==> src/rtl/mc_ctrl.sv <==
// Multi-cycle RV32I-subset control FSM: sequences fetch/decode/execute/writeback over 3-5 cycles.
// Optional MEM_READY_EN: memory states (FETCH, MEMREAD, MEMWRITE) wait for mem_ready.
module mc_ctrl (
    input  logic        clk,
    input  logic        rst,
    input  logic [31:0] instr,
    input  logic        zero,
    input  logic        mem_ready,
    output logic        pcW,
    output logic        irW,
    output logic        adrSrc,
    output logic        mem_w,
    output logic        reg_w,
    output logic [1:0]  aluSrcA,
    output logic [1:0]  aluSrcB,
    output logic [1:0]  resultSrc,
    output logic [2:0]  immSrc,
    output logic [2:0]  aluCtr,
    output logic [1:0]  comCtr,
    output logic        illegal,
    output logic [3:0]  state
);
    // state    | meaning
    // FETCH    | read instr at PC, PC <- PC+4
    // DECODE   | ALUOut <- OldPC+imm, dispatch on opcode
    // MEMADR   | ALUOut <- rs1+imm
    // MEMREAD  | Data <- mem[ALUOut]
    // MEMWB    | rd <- Data
    // MEMWRITE | mem[ALUOut] <- rs2
    // EXECR    | ALUOut <- rs1 op rs2
    // ALUWB    | rd <- ALUOut
    // EXECI    | ALUOut <- rs1 op imm
    // JAL      | PC <- ALUOut, ALUOut <- OldPC+4
    // BRANCH   | compare rs1/rs2, PC <- ALUOut if taken
    // LUI      | ALUOut <- 0+imm
    // JALRADR  | ALUOut <- rs1+imm
    // TRAP     | undecodable instruction, parked until rst
    typedef enum logic [3:0] {
        FETCH = 4'd0, DECODE = 4'd1, MEMADR = 4'd2, MEMREAD = 4'd3, MEMWB = 4'd4,
        MEMWRITE = 4'd5, EXECR = 4'd6, ALUWB = 4'd7, EXECI = 4'd8, JAL = 4'd9,
        BRANCH = 4'd10, LUI = 4'd11, JALRADR = 4'd12, TRAP = 4'd13
    } state_t;

    localparam logic [2:0] ALU_ADD = 3'b000;
    localparam logic [2:0] ALU_SUB = 3'b001;
    localparam logic [2:0] ALU_AND = 3'b010;
    localparam logic [2:0] ALU_OR  = 3'b011;
    localparam logic [2:0] ALU_SLT = 3'b101;

    state_t      state_q, state_d;
    logic        illegal_q;
    logic [6:0]  opcode;
    logic [2:0]  funct3;
    logic        alu_ok;
    logic [2:0]  alu_op;
    logic        br_ok;

    assign opcode  = instr[6:0];
    assign funct3  = instr[14:12];
    assign state   = state_q;
    assign illegal = illegal_q;
    assign br_ok   = ~funct3[1];

`ifndef MEM_READY_EN
    logic unused_in;
    assign unused_in = ^{mem_ready, instr[31], instr[29:15], instr[11:7]};
`else
    logic unused_in;
    assign unused_in = ^{instr[31], instr[29:15], instr[11:7]};
`endif

    always_comb begin
        alu_ok = 1'b1;
        alu_op = ALU_ADD;
        case (funct3)
            3'b000:  alu_op = (opcode[5] & instr[30]) ? ALU_SUB : ALU_ADD;
            3'b010:  alu_op = ALU_SLT;
            3'b110:  alu_op = ALU_OR;
            3'b111:  alu_op = ALU_AND;
            default: alu_ok = 1'b0;
        endcase
    end

    always_comb begin
        case (opcode)
            7'b0100011: immSrc = 3'b001;
            7'b1100011: immSrc = 3'b010;
            7'b1101111: immSrc = 3'b011;
            7'b0110111: immSrc = 3'b100;
            default:    immSrc = 3'b000;
        endcase
    end

    always_ff @(posedge clk) begin
        if (rst) begin
            state_q   <= FETCH;
            illegal_q <= 1'b0;
        end else begin
            state_q <= state_d;
            if (state_d == TRAP) illegal_q <= 1'b1;
        end
    end

    always_comb begin
        state_d   = state_q;
        pcW       = 1'b0;
        irW       = 1'b0;
        adrSrc    = 1'b0;
        mem_w     = 1'b0;
        reg_w     = 1'b0;
        aluSrcA   = 2'b00;
        aluSrcB   = 2'b00;
        resultSrc = 2'b00;
        aluCtr    = ALU_ADD;
        comCtr    = 2'b00;
        case (state_q)
            FETCH: begin
                aluSrcB   = 2'b10;
                resultSrc = 2'b10;
`ifdef MEM_READY_EN
                irW     = mem_ready;
                pcW     = mem_ready;
                state_d = mem_ready ? DECODE : FETCH;
`else
                irW     = 1'b1;
                pcW     = 1'b1;
                state_d = DECODE;
`endif
            end
            DECODE: begin
                aluSrcA = 2'b01;
                aluSrcB = 2'b01;
                case (opcode)
                    7'b0000011, 7'b0100011: state_d = MEMADR;
                    7'b0110011:             state_d = EXECR;
                    7'b0010011:             state_d = EXECI;
                    7'b1100011:             state_d = BRANCH;
                    7'b1101111:             state_d = JAL;
                    7'b1100111:             state_d = JALRADR;
                    7'b0110111:             state_d = LUI;
                    default:                state_d = TRAP;
                endcase
            end
            MEMADR: begin
                aluSrcA = 2'b10;
                aluSrcB = 2'b01;
                state_d = opcode[5] ? MEMWRITE : MEMREAD;
            end
            MEMREAD: begin
                adrSrc = 1'b1;
`ifdef MEM_READY_EN
                state_d = mem_ready ? MEMWB : MEMREAD;
`else
                state_d = MEMWB;
`endif
            end
            MEMWB: begin
                resultSrc = 2'b01;
                reg_w     = 1'b1;
                state_d   = FETCH;
            end
            MEMWRITE: begin
                adrSrc = 1'b1;
                mem_w  = 1'b1;
`ifdef MEM_READY_EN
                state_d = mem_ready ? FETCH : MEMWRITE;
`else
                state_d = FETCH;
`endif
            end
            EXECR, EXECI: begin
                aluSrcA = 2'b10;
                aluSrcB = (state_q == EXECI) ? 2'b01 : 2'b00;
                aluCtr  = alu_op;
                state_d = alu_ok ? ALUWB : TRAP;
            end
            ALUWB: begin
                reg_w   = 1'b1;
                state_d = FETCH;
            end
            LUI: begin
                aluSrcA = 2'b11;
                aluSrcB = 2'b01;
                state_d = ALUWB;
            end
            JALRADR: begin
                aluSrcA = 2'b10;
                aluSrcB = 2'b01;
                state_d = JAL;
            end
            JAL: begin
                aluSrcA = 2'b01;
                aluSrcB = 2'b10;
                pcW     = 1'b1;
                state_d = ALUWB;
            end
            BRANCH: begin
                aluSrcA = 2'b10;
                aluCtr  = ALU_SUB;
                if (br_ok) begin
                    comCtr  = {funct3[2], funct3[0]};
                    pcW     = zero;
                    state_d = FETCH;
                end else begin
                    state_d = TRAP;
                end
            end
            TRAP:    state_d = TRAP;
            default: state_d = FETCH;
        endcase
        // Reset wins over any wait: no writes, selects parked at their FETCH values.
        if (rst) begin
            pcW       = 1'b0;
            irW       = 1'b0;
            adrSrc    = 1'b0;
            mem_w     = 1'b0;
            reg_w     = 1'b0;
            aluSrcA   = 2'b00;
            aluSrcB   = 2'b10;
            resultSrc = 2'b10;
            aluCtr    = ALU_ADD;
            comCtr    = 2'b00;
        end
    end
endmodule

==> config.mk <==
export PLATFORM = sky130hd
export DESIGN_NAME = mc_ctrl
export DESIGN_NICKNAME = d
export VERILOG_FILES = /design/src/rtl/mc_ctrl.sv
export SDC_FILE = /design/constraint.sdc
export NUM_CORES = 1
export LEC_CHECK = 0
export CELL_PAD_IN_SITES_DETAIL_PLACEMENT = 1
export CELL_PAD_IN_SITES_GLOBAL_PLACEMENT = 1
export CORE_ASPECT_RATIO = 0.8
export CORE_MARGIN = 2
export CORE_UTILIZATION = 22
export CTS_CLUSTER_SIZE = 20
export DETAILED_ROUTE_END_ITERATION = 8
export PLACE_DENSITY = 0.83
export SYNTH_ARGS = -nofsm -noshare
export SYNTH_HDL_FRONTEND = slang
export SYNTH_SLANG_ARGS = --single-unit
==> constraint.sdc <==
create_clock -name clk -period 2.69 [get_ports clk]
set_clock_uncertainty 0.1 [all_clocks]
set_input_delay 0.269 -clock clk [delete_from_list [all_inputs] [get_ports clk]]
set_output_delay 0.269 -clock clk [all_outputs]
set_load 0.01 [all_outputs]
==> qor.yml, run 1 <==
grt_max_degree: 17
period_share_pct: 93.84
cpPeakStageDelay_ns: 0.54
p_sw_mw: 0.4093
synth_top_area_share_pct: 13.16
internal_power_mw: 0.5433
antenna_found_initial: 0
die_area_mm2: 0.003947
required_ns: 2.32
first_pass_iters: 4
fin_nets: 189
drive_above_1_share_pct: 7.895
crit_chain: "and2b_1, nor2b_1, o21ai_1, o32a_1, nor2_1, clkdlybuf4s50_1"
synth.distinct_cells: 45
grt_setup_unrepaired: "no"
post-route-util_pct: 36.51
yosysTopAreaCell: "dfxtp_1"
clock-sinks: 5
overflow: 0
end_kind: "output port"
pwr-share-comb_pct: 70.3
tightest_slew_ns: 0.4333
routed_via_density: 5.206
std_cell_rows: 19
die_w_um: 69.75
grt_pass1_vias: 1040
p_leak_nw: 0.4372
ir_worst_vdd_mv: 0.4197
cp_slowest_cell: "clkdlybuf4s50_1"
yosysWarnings: 0
ys_ff_latch: 5
hold_buffers: 0
power_frac_seq_pct: 14.6
io_buffer_count: 37
cts_max_level: 1
synth_async_sr_flop_share_pct: 0
synth-main-ff-cell: "dfxtp_1"
slew_headroom_pct: 70.66
dp.final_hpwl_mm: 2.139
max-cap-violations: 0
netlist_instances: 113
setup_viol: 0
antennaDiodeCount: 0
drt-total-wl_mm: 2.833
grt_pass1_wl_mm: 4.961
pre_cts_ws_ns: 0.3132
cts_tree: "done"
hold_viol: 0
initial_core_util_pct: 22.54
final_common_cell: "clkdlybuf4s50_1"
drc: 0
synthTopCellsByArea: "dfxtp_1, and2_1, nor2_1"
powerDensity_mw_per_mm2: 772.9
root_buffer: "clkbuf_8"
final.setup.tns_ns: 0
drv_slew: 0
synth.net_count: 149
postCtsSetupRepairBufs: 0
crit_arrival_ns: 2.16
gp_congestion: 0.7870
fin_crit_ns: 2.524
num_vias: 1010
fmax_ghz: 0.3961
clk_latency_ns: 0.23
ant_nets: 0
switching_share_pct: 42.96
hold_slack_ns: 0.3765
hold_path_class: "reg2reg"
numCtsBuffers: 3
wl_per_cell_um: 14.60
synth_edf_count: 0
timing.final.ws_setup_ns: 0.1656
ios: 60
drt-initial-drc-count: 38
status: "complete, no violations"
final_cells: 194
placed_cells: 190
area_delta_synth_final_pct: 62.01
die_h_um: 56.60
cts_resized: 0
final_cell_mix: "clkdlybuf4s50_1, nor2_1, and2_1"
core_mm2: 0.003376
grt.total_usage_pct: 15.37
syn_area_um2: 760.7
clk_path_buf_depth: 2
ys_seq_area_share_pct: 13.16
clkTransAtPathRegs_ns: 0.04
pwr-share-clk_pct: 15.1
avgSynthCellArea_um2: 6.732
crit_path_start_kind: "register"
crit_type: "reg2out"
worst-path-max-fanout: 6
-- synth_stat cells (2+ instances only) --
| library cell | number |
|---|---|
| nor2_1 | 11 |
| and2_1 | 7 |
| nor3_1 | 6 |
| nor4_1 | 6 |
| a21oi_1 | 5 |
| dfxtp_1 | 5 |
| nand2_1 | 5 |
| nor2b_1 | 5 |
| clkbuf_1 | 4 |
| inv_1 | 4 |
| nand2b_1 | 4 |
| nand3b_1 | 4 |
| o21ai_0 | 4 |
| a31oi_1 | 3 |
| buf_2 | 3 |
| and2b_1 | 2 |
| nand3_1 | 2 |
| o21a_1 | 2 |
| o21ai_1 | 2 |
| o221ai_1 | 2 |
| o31ai_1 | 2 |
| or3b_1 | 2 |
-- path summary, 6_finish.rpt --
kind / startpoint / to / slack (ns) / depth (start not counted)
hold / removal: illegal / illegal / 0.38 / 1
setup reg to reg: state[2] / illegal / 0.81 / 4
hold reg to reg: illegal / illegal / 0.38 / 1
setup / recovery: state[1] / aluCtr[0] / 0.17 / 6
-- power by group through the flow --
stage / clock network [mW] / logic (mW) / registers (mW)
detailed placement: 0 / 0.664 / 0.139
global placement: 0 / 0.651 / 0.136
CTS: 0.147 / 0.670 / 0.139
global route: 0.151 / 0.738 / 0.145
finish: 0.144 / 0.670 / 0.139
floorplan: 0 / 0.362 / 0.152
-- flip-flops by register name (all words and copies together), names as in the netlist --
signal   flops
illegal      1
state        4
-- logic make-up (layout without fill, tap and decap cells) --
| kind of cell | after synthesis | count (layout) | synth area share, % |
|---|---|---|---|
| AO/OA/AOI/OAI | 28 | 28 | 25.33 |
| flip-flops | 5 | 5 | 13.16 |
| XOR/XNOR | 2 | 2 | 2.303 |
| buffers and inverters | 12 | 51 | 7.399 |
| AND/OR/NAND/NOR | 66 | 66 | 51.81 |
-- critical path, delay by kind of cell, from the launching register on --
| family | cells | cell delay [ns] |
|---|---|---|
| AOI/OAI and AO/OA | 2 | 0.47 |
| and+or+nand+nor | 3 | 0.59 |
| buffers and inverters | 1 | 0.54 |
| DFF | 1 | 0.33 |
-- per-stage QoR --
stage | power [mW] | instance area, um^2
finish | 0.9526 | 1232
floorplan | 0.5146 | 760.7
global route | 1.034 | 1232
CTS | 0.9555 | 1232
detailed placement | 0.8028 | 1187
global placement | 0.7879 | 1187
-- layout make-up --
class / instances / area (um^2)
clock buffer: 4 / 45.04
inverter: 4 / 15.01
tap: 42 / 52.55
timing repair buffer: 43 / 415.4
multi-input combinational: 96 / 604.3
fill: 431 / 2143
sequential: 5 / 100.1
-- metal layers --
metal  part of all wire, %  global-route usage (%)  up-vias
li1                      -                       -      497
met1                    47                   20.74      491
met3                   3.4                   2.693        3
met5                     0                       0        -
met4                  0.56                   3.297        0
met2                    49                   25.82       19
(Power assumes the default switching activity.)
==> run 2: changes to the inputs <==
--- a/config.mk
+++ b/config.mk
@@ -5,14 +5,16 @@
 export SDC_FILE = /design/constraint.sdc
 export NUM_CORES = 1
 export LEC_CHECK = 0
+export ABC_CLOCK_PERIOD_IN_PS = 2800
 export CELL_PAD_IN_SITES_DETAIL_PLACEMENT = 1
 export CELL_PAD_IN_SITES_GLOBAL_PLACEMENT = 1
 export CORE_ASPECT_RATIO = 0.8
 export CORE_MARGIN = 2
-export CORE_UTILIZATION = 22
+export CORE_UTILIZATION = 21
+export CTS_BUF_LIST = sky130_fd_sc_hd__clkbuf_16
 export CTS_CLUSTER_SIZE = 20
 export DETAILED_ROUTE_END_ITERATION = 8
-export PLACE_DENSITY = 0.83
+export PLACE_DENSITY = 0.8
 export SYNTH_ARGS = -nofsm -noshare
 export SYNTH_HDL_FRONTEND = slang
 export SYNTH_SLANG_ARGS = --single-unit
==> constraint.sdc (replaced) <==
create_clock -name clk -period 2.8 [get_ports clk]
set_clock_uncertainty 0.1 [all_clocks]
set_input_delay 0.28 -clock clk [delete_from_list [all_inputs] [get_ports clk]]
set_output_delay 0.28 -clock clk [all_outputs]
set_load 0.01 [all_outputs]
==> run 2 against run 1 <==
Combinational power fell by 3.1%. Via count rose by 0.40%. Power rose by 7.0%. Wire length rose by 2.1%. Final area rose by 2.1%. Sequential power fell by 3%. Utilization barely moved. Critical path type unchanged. Largest power group unchanged. Highest routed layer is now met3.
==> qor.yml, run 2 (same netlist as run 1, synthesis figures left out) <==
largest_reg_flops: 4  # unchanged
clk_path_buf_depth: 2  # unchanged
status: "complete, no violations"
fin_crit_ns: 2.643
io_buffer_count: 37  # unchanged
core_mm2: 0.003447  # +2.1%
end_kind: "output port"
tightest_slew_ns: 0.4367  # +0.003411 ns
drt-total-wl_mm: 2.893  # +2.1%
grt_max_degree: 17  # unchanged
cp-endpoint: "aluCtr[0]"
n_fill_cell: 428  # -0.70%
rrSetupSlack_ns: 0.81  # about the same
period_share_pct: 94.39
grt_pass1_vias: 968  # -6.9%
initial_core_util_pct: 22.07  # -0.47 points
drt-initial-drc-count: 33  # -13%
die_w_um: 71.29  # +2.2%
cpPeakStageDelay_ns: 0.54  # about the same
postCtsSetupRepairBufs: 0  # unchanged
crit_chain: "and2b_1, and2_1, o21ai_1, o32a_1, nor2_1, clkdlybuf4s50_1"
grt_pass1_wl_mm: 4.733  # -4.6%
clk_latency_ns: 0.23  # about the same
ff_latch_area_um2: 100.1  # unchanged
timing.rr.start: "state[1]"
wl_per_cell_um: 14.99  # +2.6%
routed_via_density: 5.254  # +0.92%
drv_slew: 0  # unchanged
hold_buffers: 0  # unchanged
powerDensity_mw_per_mm2: 809.7  # +4.8%
crit_start: "state[1]"
final_common_cell: "clkdlybuf4s50_1"
grt_setup_unrepaired: "no"
final_cell_mix: "clkdlybuf4s50_1, nor2_1, and2_1"
max-cap-violations: 0  # unchanged
numCtsBuffers: 3  # unchanged
fmax_ghz: 0.3784
cp_slowest_cell: "clkdlybuf4s50_1"
cts_tree: "done"
dp.final_hpwl_mm: 2.262  # +5.7%
p_leak_nw: 0.4519  # +3.4%
first_pass_iters: 4  # unchanged
post-route-util_pct: 36.52  # about the same
gp_congestion: 0.7720  # -1.9%
path_buf_inv: 1  # unchanged
critPathTopFamily: "buffers and inverters"
multiInputGateArea_um2: 604.3  # unchanged
crit_type: "reg2out"
num_vias: 1014  # +0.40%
fin_nets: 188  # -0.53%
ant_nets: 0  # unchanged
worst-path-max-fanout: 9  # +3
drive_above_1_share_pct: 7.285  # -0.61 points
antennaDiodeCount: 0  # unchanged
drc: 0  # unchanged
cts_max_level: 1  # unchanged
ir_worst_vdd_mv: 0.2809  # -33%
worst-path-stages: 6  # unchanged
hold_path_class: "reg2reg"
antenna_found_initial: 0  # unchanged
hold_viol: 0  # unchanged
clock-sinks: 5  # unchanged
ios: 60  # unchanged
root_buffer: "clkbuf_16"
final.setup.tns_ns: 0  # unchanged
slew_headroom_pct: 70.62  # about the same
crit_arrival_ns: 2.26  # +0.10 ns
die_area_mm2: 0.004123  # +4.5%
area_delta_synth_final_pct: 65.46
required_ns: 2.42  # +0.10 ns
crit_path_start_kind: "register"
clkTransAtPathRegs_ns: 0.03  # about the same
die_h_um: 57.84  # +2.2%
cts_resized: 0  # unchanged
reg2reg_to: "illegal"
std_cell_rows: 19  # unchanged
rr_worst_depth: 4  # unchanged
overflow: 0  # unchanged
setup_viol: 0  # unchanged
grt.total_usage_pct: 14.43  # -0.93 points
==> run 2: how the worst min path moves through the flow <==
stage	cells after the start	to	start	slack [ns]
2_1_floorplan	1	state[0]	rst	0.26
3_3_place_gp	1	illegal	illegal	0.37
3_5_place_dp	1	illegal	illegal	0.37
4_1_cts	1	illegal	illegal	0.43
5_1_grt	1	illegal	illegal	0.46
6_report	1	illegal	illegal	0.41
==> run 2: final cells by class <==
| cell class | count | share of cell area [%] |
|---|---|---|
| clock buffer | 3 | 5.964 |
| clock inverter | 1 | 0.2982 |
| inverter | 4 | 1.193 |
| multi-input combinational | 96 | 48.01 |
| sequential | 5 | 7.952 |
| tap | 42 | 4.175 |
| timing repair buffer | 42 | 32.41 |
==> run 2: where the power goes <==
group / switching (mW) / internal (mW) / leakage [nW] / total, mW
Clock: 0.0499 / 0.185 / 0.0423 / 0.235
Sequential: 0.0340 / 0.101 / 0.0412 / 0.135
Combinational: 0.327 / 0.322 / 0.368 / 0.649
==> run 2: per-layer routing <==
metal,global-route usage [%],up-vias,share of wire (%)
met3,3.826,0,4.4
met4,2.426,0,0
met2,25.00,16,52
met5,0,-,0
li1,-,492,-
met1,18.37,506,44
==> run 2: through the flow <==
stage / area, um^2 / hold WS [ns] / setup WS (ns) / total power [mW] / instances
2_1_floorplan: 760.7 / 0.2570 / 1.064 / 0.4944 / 113
3_3_place_gp: 1180 / 0.3716 / 0.4039 / 0.7546 / 189
3_5_place_dp: 1180 / 0.3739 / 0.3562 / 0.7782 / 189
4_1_cts: 1259 / 0.4286 / 0.1481 / 1.026 / 193
5_1_grt: 1259 / 0.4565 / 0.02880 / 1.098 / 193
6_report: 1259 / 0.4086 / 0.1571 / 1.019 / 193
